File: config.mk
export PLATFORM = sky130hd
export DESIGN_NAME = shift_reg_universal
export DESIGN_NICKNAME = d
export VERILOG_FILES = /design/src/rtl/shift_reg_pkg.sv /design/src/rtl/shift_bit_counter.sv /design/src/rtl/shift_reg_universal.sv
export SDC_FILE = /design/constraint.sdc
export NUM_CORES = 1
export LEC_CHECK = 0
export ABC_AREA = 1
export ABC_CLOCK_PERIOD_IN_PS = 1450
export CELL_PAD_IN_SITES_DETAIL_PLACEMENT = 1
export CELL_PAD_IN_SITES_GLOBAL_PLACEMENT = 2
export CORE_AREA = 5 5 79 59
export DETAILED_ROUTE_END_ITERATION = 8
export DIE_AREA = 0 0 84 64
export PLACE_DENSITY_LB_ADDON = 0.1
export SLEW_MARGIN = 30
export SYNTH_ARGS = -nofsm -noshare
export SYNTH_HDL_FRONTEND = slang
export SYNTH_HIERARCHICAL = 1
export SYNTH_SLANG_ARGS = --single-unit
File: constraint.sdc
create_clock -name clk -period 1.45 [get_ports clk]
set_input_delay 0.145 -clock clk [delete_from_list [all_inputs] [get_ports clk]]
set_output_delay 0.145 -clock clk [all_outputs]
set_load 0.03 [all_outputs]
File: src/rtl/shift_reg_pkg.sv
// Shared definitions for the universal shift register.
// Holds the two-bit operation encodings used on the mode port.
package shift_reg_pkg;

    typedef logic [1:0] mode_t;

    localparam mode_t MODE_HOLD = 2'b00;  // keep contents
    localparam mode_t MODE_SHR  = 2'b01;  // shift toward LSB, sdi_r enters MSB
    localparam mode_t MODE_SHL  = 2'b10;  // shift toward MSB, sdi_l enters LSB
    localparam mode_t MODE_LOAD = 2'b11;  // parallel load from pdi

endpackage : shift_reg_pkg

File: src/rtl/shift_bit_counter.sv
// Counts shifts within a WIDTH-bit word and pulses word_done for one cycle
// after the shift that completes the word.
// Ports:
//   clk        - clock, rising edge
//   reset_n    - asynchronous active-low reset
//   inc        - a shift happens on this edge
//   clr        - restart the word (parallel load); wins over inc
//   shift_cnt  - shifts since last load/reset/word boundary
//   word_done  - registered one-cycle completion pulse
module shift_bit_counter #(
    parameter int WIDTH = 8
) (
    input  logic                     clk,
    input  logic                     reset_n,
    input  logic                     inc,
    input  logic                     clr,
    output logic [$clog2(WIDTH)-1:0] shift_cnt,
    output logic                     word_done
);

    localparam int CW = $clog2(WIDTH);
    localparam logic [CW-1:0] LAST_CNT = CW'(WIDTH - 1);

    logic [CW-1:0] cnt_q;
    logic [CW-1:0] cnt_d;
    logic          word_done_q;
    logic          word_done_d;

    // Next count and completion pulse; clear dominates so a load on the
    // last shift position suppresses the pulse.
    always_comb begin
        cnt_d       = cnt_q;
        word_done_d = 1'b0;
        if (clr) begin
            cnt_d = {CW{1'b0}};
        end else if (inc) begin
            if (cnt_q == LAST_CNT) begin
                cnt_d       = {CW{1'b0}};
                word_done_d = 1'b1;
            end else begin
                cnt_d = cnt_q + CW'(1);
            end
        end else begin
            cnt_d = cnt_q;
        end
    end

    // Counter and pulse registers.
    always_ff @(posedge clk or negedge reset_n) begin
        if (!reset_n) begin
            cnt_q       <= {CW{1'b0}};
            word_done_q <= 1'b0;
        end else begin
            cnt_q       <= cnt_d;
            word_done_q <= word_done_d;
        end
    end

    assign shift_cnt = cnt_q;
    assign word_done = word_done_q;

endmodule : shift_bit_counter

File: src/rtl/shift_reg_universal.sv
// Universal shift register: hold, shift right, shift left, parallel load,
// with a per-word shift counter and word-complete pulse.
// Ports:
//   clk, reset_n     - clock (rising edge) and asynchronous active-low reset
//   en               - operation enable; when low everything holds
//   mode             - 00 hold, 01 shift right, 10 shift left, 11 load
//   sdi_r / sdi_l    - serial in at MSB (right shift) / LSB (left shift)
//   pdi              - parallel load data
//   pdo              - register contents
//   sdo_r / sdo_l    - combinational taps of pdo[0] / pdo[WIDTH-1]
//   shift_cnt        - shifts since last load, reset or word boundary
//   word_done        - one-cycle pulse after WIDTH shifts
module shift_reg_universal
    import shift_reg_pkg::*;
#(
    parameter int               WIDTH       = 8,
    parameter logic [WIDTH-1:0] RESET_VALUE = {WIDTH{1'b0}}
) (
    input  logic                     clk,
    input  logic                     reset_n,
    input  logic                     en,
    input  logic [1:0]               mode,
    input  logic                     sdi_r,
    input  logic                     sdi_l,
    input  logic [WIDTH-1:0]         pdi,
    output logic [WIDTH-1:0]         pdo,
    output logic                     sdo_r,
    output logic                     sdo_l,
    output logic [$clog2(WIDTH)-1:0] shift_cnt,
    output logic                     word_done
);

    logic [WIDTH-1:0] pdo_q;
    logic [WIDTH-1:0] pdo_d;
    logic             inc_s;
    logic             clr_s;

    // Decode which counter action this cycle's operation implies.
    always_comb begin
        inc_s = 1'b0;
        clr_s = 1'b0;
        if (en) begin
            case (mode)
                MODE_SHR:  inc_s = 1'b1;
                MODE_SHL:  inc_s = 1'b1;
                MODE_LOAD: clr_s = 1'b1;
                MODE_HOLD: inc_s = 1'b0;
                default:   inc_s = 1'b0;
            endcase
        end else begin
            inc_s = 1'b0;
        end
    end

    // Next register contents.
    always_comb begin
        pdo_d = pdo_q;
        if (en) begin
            case (mode)
                MODE_SHR:  pdo_d = {sdi_r, pdo_q[WIDTH-1:1]};
                MODE_SHL:  pdo_d = {pdo_q[WIDTH-2:0], sdi_l};
                MODE_LOAD: pdo_d = pdi;
                MODE_HOLD: pdo_d = pdo_q;
                default:   pdo_d = pdo_q;
            endcase
        end else begin
            pdo_d = pdo_q;
        end
    end

    // Data register.
    always_ff @(posedge clk or negedge reset_n) begin
        if (!reset_n) begin
            pdo_q <= RESET_VALUE;
        end else begin
            pdo_q <= pdo_d;
        end
    end

    shift_bit_counter #(
        .WIDTH (WIDTH)
    ) u_counter (
        .clk       (clk),
        .reset_n   (reset_n),
        .inc       (inc_s),
        .clr       (clr_s),
        .shift_cnt (shift_cnt),
        .word_done (word_done)
    );

    assign pdo   = pdo_q;
    assign sdo_r = pdo_q[0];
    assign sdo_l = pdo_q[WIDTH-1];

endmodule : shift_reg_universal

==> results of run 1 <==
## cell usage in the layout (no fill, tap or decap), drive strengths merged
cell type      synthesis  routed
ha                     5       5
dlymetal6s2s           0       1
nand3                  2       2
dlygate4sd2            0      12
buf                    4       6
nand2                 74      74
dfrtp                 12      12
clkdlybuf4s50          0      15
nor2                   6       6
clkbuf                 0       3
inv                   16      16
## repair_timing
item / CTS / global route
gates resized for setup: 12 / 3
hold buffers: 0 / 0
setup endpoints to repair: 12 / 7
pin swaps: 0 / 0
## state kept, by name, summed over array words and instances, names as in the netlist
| name | cells |
|---|---|
| pdo | 8 |
| u_counter/shift_cnt | 3 |
| u_counter/word_done | 1 |
## stage by stage
| stage | hold slack (ns) | total power, mW |
|---|---|---|
| CTS | 0.2257 | 1.361 |
| global placement | 0.4786 | 1.078 |
| global route | 0.2544 | 1.427 |
| floorplan | -0.1506 | 0.8087 |
| finish | 0.2188 | 1.331 |
| detailed placement | 0.4860 | 1.083 |
## cell families (layout without fill, tap and decap cells)
family | count (synthesis) | after routing | share of synthesized area
adders and majority gates | 5 | 5 | 0.07788
buffers and inverters | 20 | 53 | 0.1215
DFF | 12 | 12 | 0.3738
and+or+nand+nor | 82 | 82 | 0.4268
## worst min path at each step
stage / slack, ns / depth (start not counted) / endpoint
finish: 0.22 / 2 / pdo[2]
detailed placement: 0.49 / 2 / pdo[0]
CTS: 0.23 / 2 / pdo[2]
floorplan: -0.15 / 0 / pdo[0]
global route: 0.25 / 2 / pdo[2]
global placement: 0.48 / 2 / pdo[1]
## layout make-up
cell class              count  area (um^2)
well taps                  52        65.06
flip-flops and latches     12        300.3
repair buffers             34        325.3
clock buffers               3        41.29
fillers                   486         2601
multi-input cells          87        410.4
inverters                  16        60.06
## synth_stat cells, drive strengths merged
cell / instances
nand2: 74
ha: 5
dfrtp: 12
inv: 16
nor2: 6
buf: 4
nand3: 2
## metal layers
layer | up-vias | part of all wire
met5 | - | 0
met4 | 0 | 0.0095
met3 | 2 | 0.046
met2 | 18 | 0.41
met1 | 364 | 0.53
li1 | 411 | -
## power by group through the flow
| stage | registers [mW] | logic (mW) | clock network [mW] |
|---|---|---|---|
| after floorplan | 0.607 | 0.202 | 0 |
| final | 0.473 | 0.545 | 0.313 |
| after global routing | 0.486 | 0.603 | 0.338 |
| after detailed placement | 0.483 | 0.600 | 0 |
| after CTS | 0.474 | 0.557 | 0.330 |
| after global placement | 0.483 | 0.596 | 0 |
==> metrics, run 1 <==
number of diodes=0; Pins Over Slew Limit=0; final hold vios=0; Worst Path Arrival=roughly 1.2 ns; worst path cell trace=clkdlybuf4s50_1; Cells after DPL=around 200; Mapped Avg Cell Area=6.750 um^2; Critical Path Source=u_counter/word_done; switch share=0.4000; Routed Antenna Nets=0; post-synthesis sequential area ratio=0.3738; gr usage total=0.09550; clock group share of total power=0.235; first-pass GRT wire length=4.146 mm; CTS tree=yes; Initial Utilization=0.2112; synthesis-to-layout area growth=49.69%; post-synth top area cell=dfrtp_1; Layout Nets=174; CP required=1.31 ns; met1 usage=0.1348; Num Clock Sinks=12; M3 GR Usage=0.03081; Yosys reg bits=12; Setup TNS=0 ns; register share of total power=0.355; Net Sw Power=between 0.5 and 0.6 mW; internal power=roughly 0.80 mW; DP Area=approximately 0.0012 mm^2; Slew headroom=0.7868; Worst VDD drop=0.3087 mV; Netlist Area Pre-Place=between 800 and 900 um^2; Die Ht=64 um; Setup Viol. Count Final=0; Cells after Synth=119; clock network latency to the later pin of the worst-skew pair=roughly 0.24 ns; stages on the worst setup path=1; vias in the first global route=853; Critical R2R Launch=u_counter/shift_cnt[0]; DRC=0; dpl hpwl=1.913 mm; Worst Reg2Reg Path Length in Cells=4; most crowded layer after global routing=met2; largest net degree at the start of global routing=13; Synth Net Count=139; clk slew on worst S/H paths=around 0.060 ns; Setup CP Type=reg2out; crit start category=register; Root Driver=clkbuf_8; GR Overflow Total=0; Critical Path End Type=primary output; Post-CTS Setup Bufs=0; Starting DRT DRC Count=9; CTS buffer count=3; max-cap violations=0; Netlist cell types=10; share of cells above drive strength 1=0.09868; Finished Core Util=0.3161; hold crit path type=in2async; final worst slack=0.09316 ns; Die W=84 um; worst-margin pin slew=0.3193 ns; Synth warnings=6; Bufs and invs on worst path=1; FP Rows=19; dpl ws=-0.1735 ns; RePlAce Congestion=0.7061; initial antenna violation count=0; flop-to-flop setup slack=0.31 ns; critical path endpoint=word_done; RSZ-0062 raised after global routing=false; Leak=0.7124 nW; Power Density=1107 mW/mm^2; Vias/cell=approximately 3.9; Finished Cell Area=~0.0012 mm^2; Port Buffers=28; fmax=~740 MHz; CTS Buffer Depth=2; CP max FO=1; Clock Skew=0.001253 ns; Die ar.=0.005376 mm^2; core area=between 0.003 and 0.004 mm^2; DRT Pass-1 Iters=4; H-tree depth=1; status=finished clean; min Tclk post-route=1.357 ns; vias=795; cell family with most CP delay=buffers and inverters; routing usage on met2=0.1409; final WL=around 2.4 mm; Finished Layout Cells=204; Ports=29; slowest CP cell=clkdlybuf4s50_1; synth top area cells=dfrtp_1 (37%), nand2_1 (35%), ha_1 (7.8%); WL/cell=11.83 um; R2R Path End=u_counter/shift_cnt[2]; max incr delay on CP=0.66 ns; post-synth top area share=0.3738; Comb pwr share=0.409; Tcrit/Tclk final=0.9358
No activity file was read; power rests on OpenSTA's default activity.
==> run 2, diff against run 1 <==
PLACE_DENSITY = 0.85   (was default)
PLACE_DENSITY_LB_ADDON = default   (was 0.1)
SETUP_SLACK_MARGIN = 0.3   (was default)
==> run 2 against run 1 <==
Net effect:
- utilization up 1.1 points
- register-to-register slack gained 0.03 ns
- cell area grew 3.4%
- critical endpoint unchanged
- die area is the same
- final cell count shrank 0.49%
- critical path type unchanged
- hold slack improved by 0.0040 ns
- clock power about the same
- combinational power rose by 5.1%
==> metrics, run 2 (synthesis gave the netlist of run 1 again) <==
status=finished clean (unchanged); Die W=84 um (unchanged); final worst slack=0.3371 ns (was 0.09316 ns); RePlAce Congestion=0.7976 (was 0.7061); Setup Viol. Count Final=0 (unchanged); CTS Buffer Depth=2 (unchanged); vias=799 (was 795); number of flip-flops in the largest register=8 (unchanged); Routed Antenna Nets=0 (unchanged); Critical Path End Type=primary output (unchanged); number of diodes=0 (unchanged); Bufs and invs on worst path=1 (unchanged); Worst VDD drop=0.5771 mV (was 0.3087 mV); cell family with most CP delay=buffers and inverters (unchanged); Die ar.=0.005376 mm^2 (unchanged); Layout Nets=172 (was 174); max-cap violations=0 (unchanged); CP required=1.31 ns (about the same); Root Driver=clkbuf_8 (unchanged); Die Ht=64 um (unchanged); gr usage total=0.09389 (was 0.09550); initial antenna violation count=0 (unchanged); worst hold margin=0.2228 ns (was 0.2188 ns); dpl hpwl=1.877 mm (was 1.913 mm); worst-margin pin slew=0.3054 ns (was 0.3193 ns); dpl ws=-0.1271 ns (was -0.1735 ns); min Tclk post-route=1.113 ns (was 1.357 ns); worst path cell trace=dlygate4sd2_1 (was clkdlybuf4s50_1); final hold vios=0 (unchanged); Pins Over Slew Limit=0 (unchanged); Starting DRT DRC Count=19 (was 9); Vias/cell=3.936 (was 3.897); Tcrit/Tclk final=0.7675 (was 0.9358); CTS buffer count=3 (unchanged); Initial Utilization=0.2112 (unchanged); commonest non-fill, non-tap cell in the layout=nand2_1 (unchanged); CP max FO=1 (unchanged); first-pass GRT wire length=4.064 mm (was 4.146 mm); fmax=898.5 MHz (was 737.0 MHz); crit start category=register (unchanged); core area=0.003804 mm^2 (unchanged); WL/cell=11.89 um (was 11.83 um); Num Clock Sinks=12 (unchanged); Power Density=1106 mW/mm^2 (was 1107 mW/mm^2); GR Overflow Total=0 (unchanged); H-tree depth=1 (unchanged); Port Buffers=28 (unchanged); most frequent cells in the layout=nand2_1 (74), inv_1 (12), clkdlybuf4s50_1 (12), clkdlybuf4s15_2 (12), dfrtp_1 (10) (was nand2_1 (74), clkdlybuf4s50_1 (15), inv_1 (14)); Leak=0.6568 nW (was 0.7124 nW); FP Rows=19 (unchanged); slowest CP cell=dlygate4sd2_1 (was clkdlybuf4s50_1); Finished Core Util=0.3270 (was 0.3161); DRC=0 (unchanged); final WL=2.414 mm (unchanged); Slew headroom=0.7972 (was 0.7868); DRT Pass-1 Iters=2 (was 4); clk slew on worst S/H paths=0.05 ns (was 0.06 ns); share of cells above drive strength 1=0.2252 (was 0.09868); synthesis-to-layout area growth=54.83% (was 49.69%); hold crit path type=in2async (unchanged); RSZ-0062 raised after global routing=false (unchanged); clock network latency to the later pin of the worst-skew pair=0.24 ns (about the same); Finished Layout Cells=203 (was 204); CTS tree=yes (unchanged); Cells after DPL=199 (was 201); largest net degree at the start of global routing=13 (unchanged); Worst Path Arrival=0.97 ns (was 1.21 ns); vias in the first global route=854 (was 853); Clock Skew=0.002683 ns (was 0.001253 ns); Ports=29 (unchanged); max incr delay on CP=0.40 ns (was 0.66 ns); Setup CP Type=reg2out (unchanged); Finished Cell Area=0.001244 mm^2 (was 0.001202 mm^2); DP Area=0.001159 mm^2 (was 0.001169 mm^2)
[run 2: repair_timing]
action,CTS,global route
setup endpoints to repair,25,4
buffers inserted,0,0
gates cloned,0,0
hold buffers,0,0
resized for setup,46,6
[run 2: per-stage QoR]
step	TNS, ns	power (mW)
2_1_floorplan	0	0.8145
3_3_place_gp	-0.6860	1.059
3_5_place_dp	-1.172	1.090
4_1_cts	0	1.403
5_1_grt	0	1.472
6_report	0	1.376
[run 2: layout make-up]
cell class,count,area (um^2)
clock buffer,4,45.04
fill,491,2560
inverter,16,60.06
multi-input combinational,87,440.4
sequential,12,302.8
tap,52,65.06
timing repair buffer,32,330.3
[run 2: final timing paths]
check                                       startpoint                     end  slack (ns)  cells past startpoint
worst max-delay path               u_counter/word_done               word_done        0.34                      1
worst min-delay path                           reset_n                  pdo[6]        0.22                      2
worst max register to register  u_counter/shift_cnt[1]  u_counter/shift_cnt[2]        0.34                      4
worst min register to register  u_counter/shift_cnt[2]  u_counter/shift_cnt[2]        0.53                      2
max in group asynchronous                      reset_n  u_counter/shift_cnt[0]        1.05                      2
min in group clk                u_counter/shift_cnt[2]  u_counter/shift_cnt[2]        0.53                      2
[run 2: where the power goes]
group / switching, mW / total (mW) / internal [mW]
Sequential: 0.0781 / 0.487 / 0.408
Clock: 0.123 / 0.316 / 0.194
Combinational: 0.340 / 0.573 / 0.233
[run 2: routing by layer]
layer,global-route usage,vias to the layer above,routed length (um)
met2,0.1627,20,1158
li1,-,407,-
met1,0.1078,368,1093
met5,0,-,0
met3,0.03594,4,132
met4,0.03012,0,29
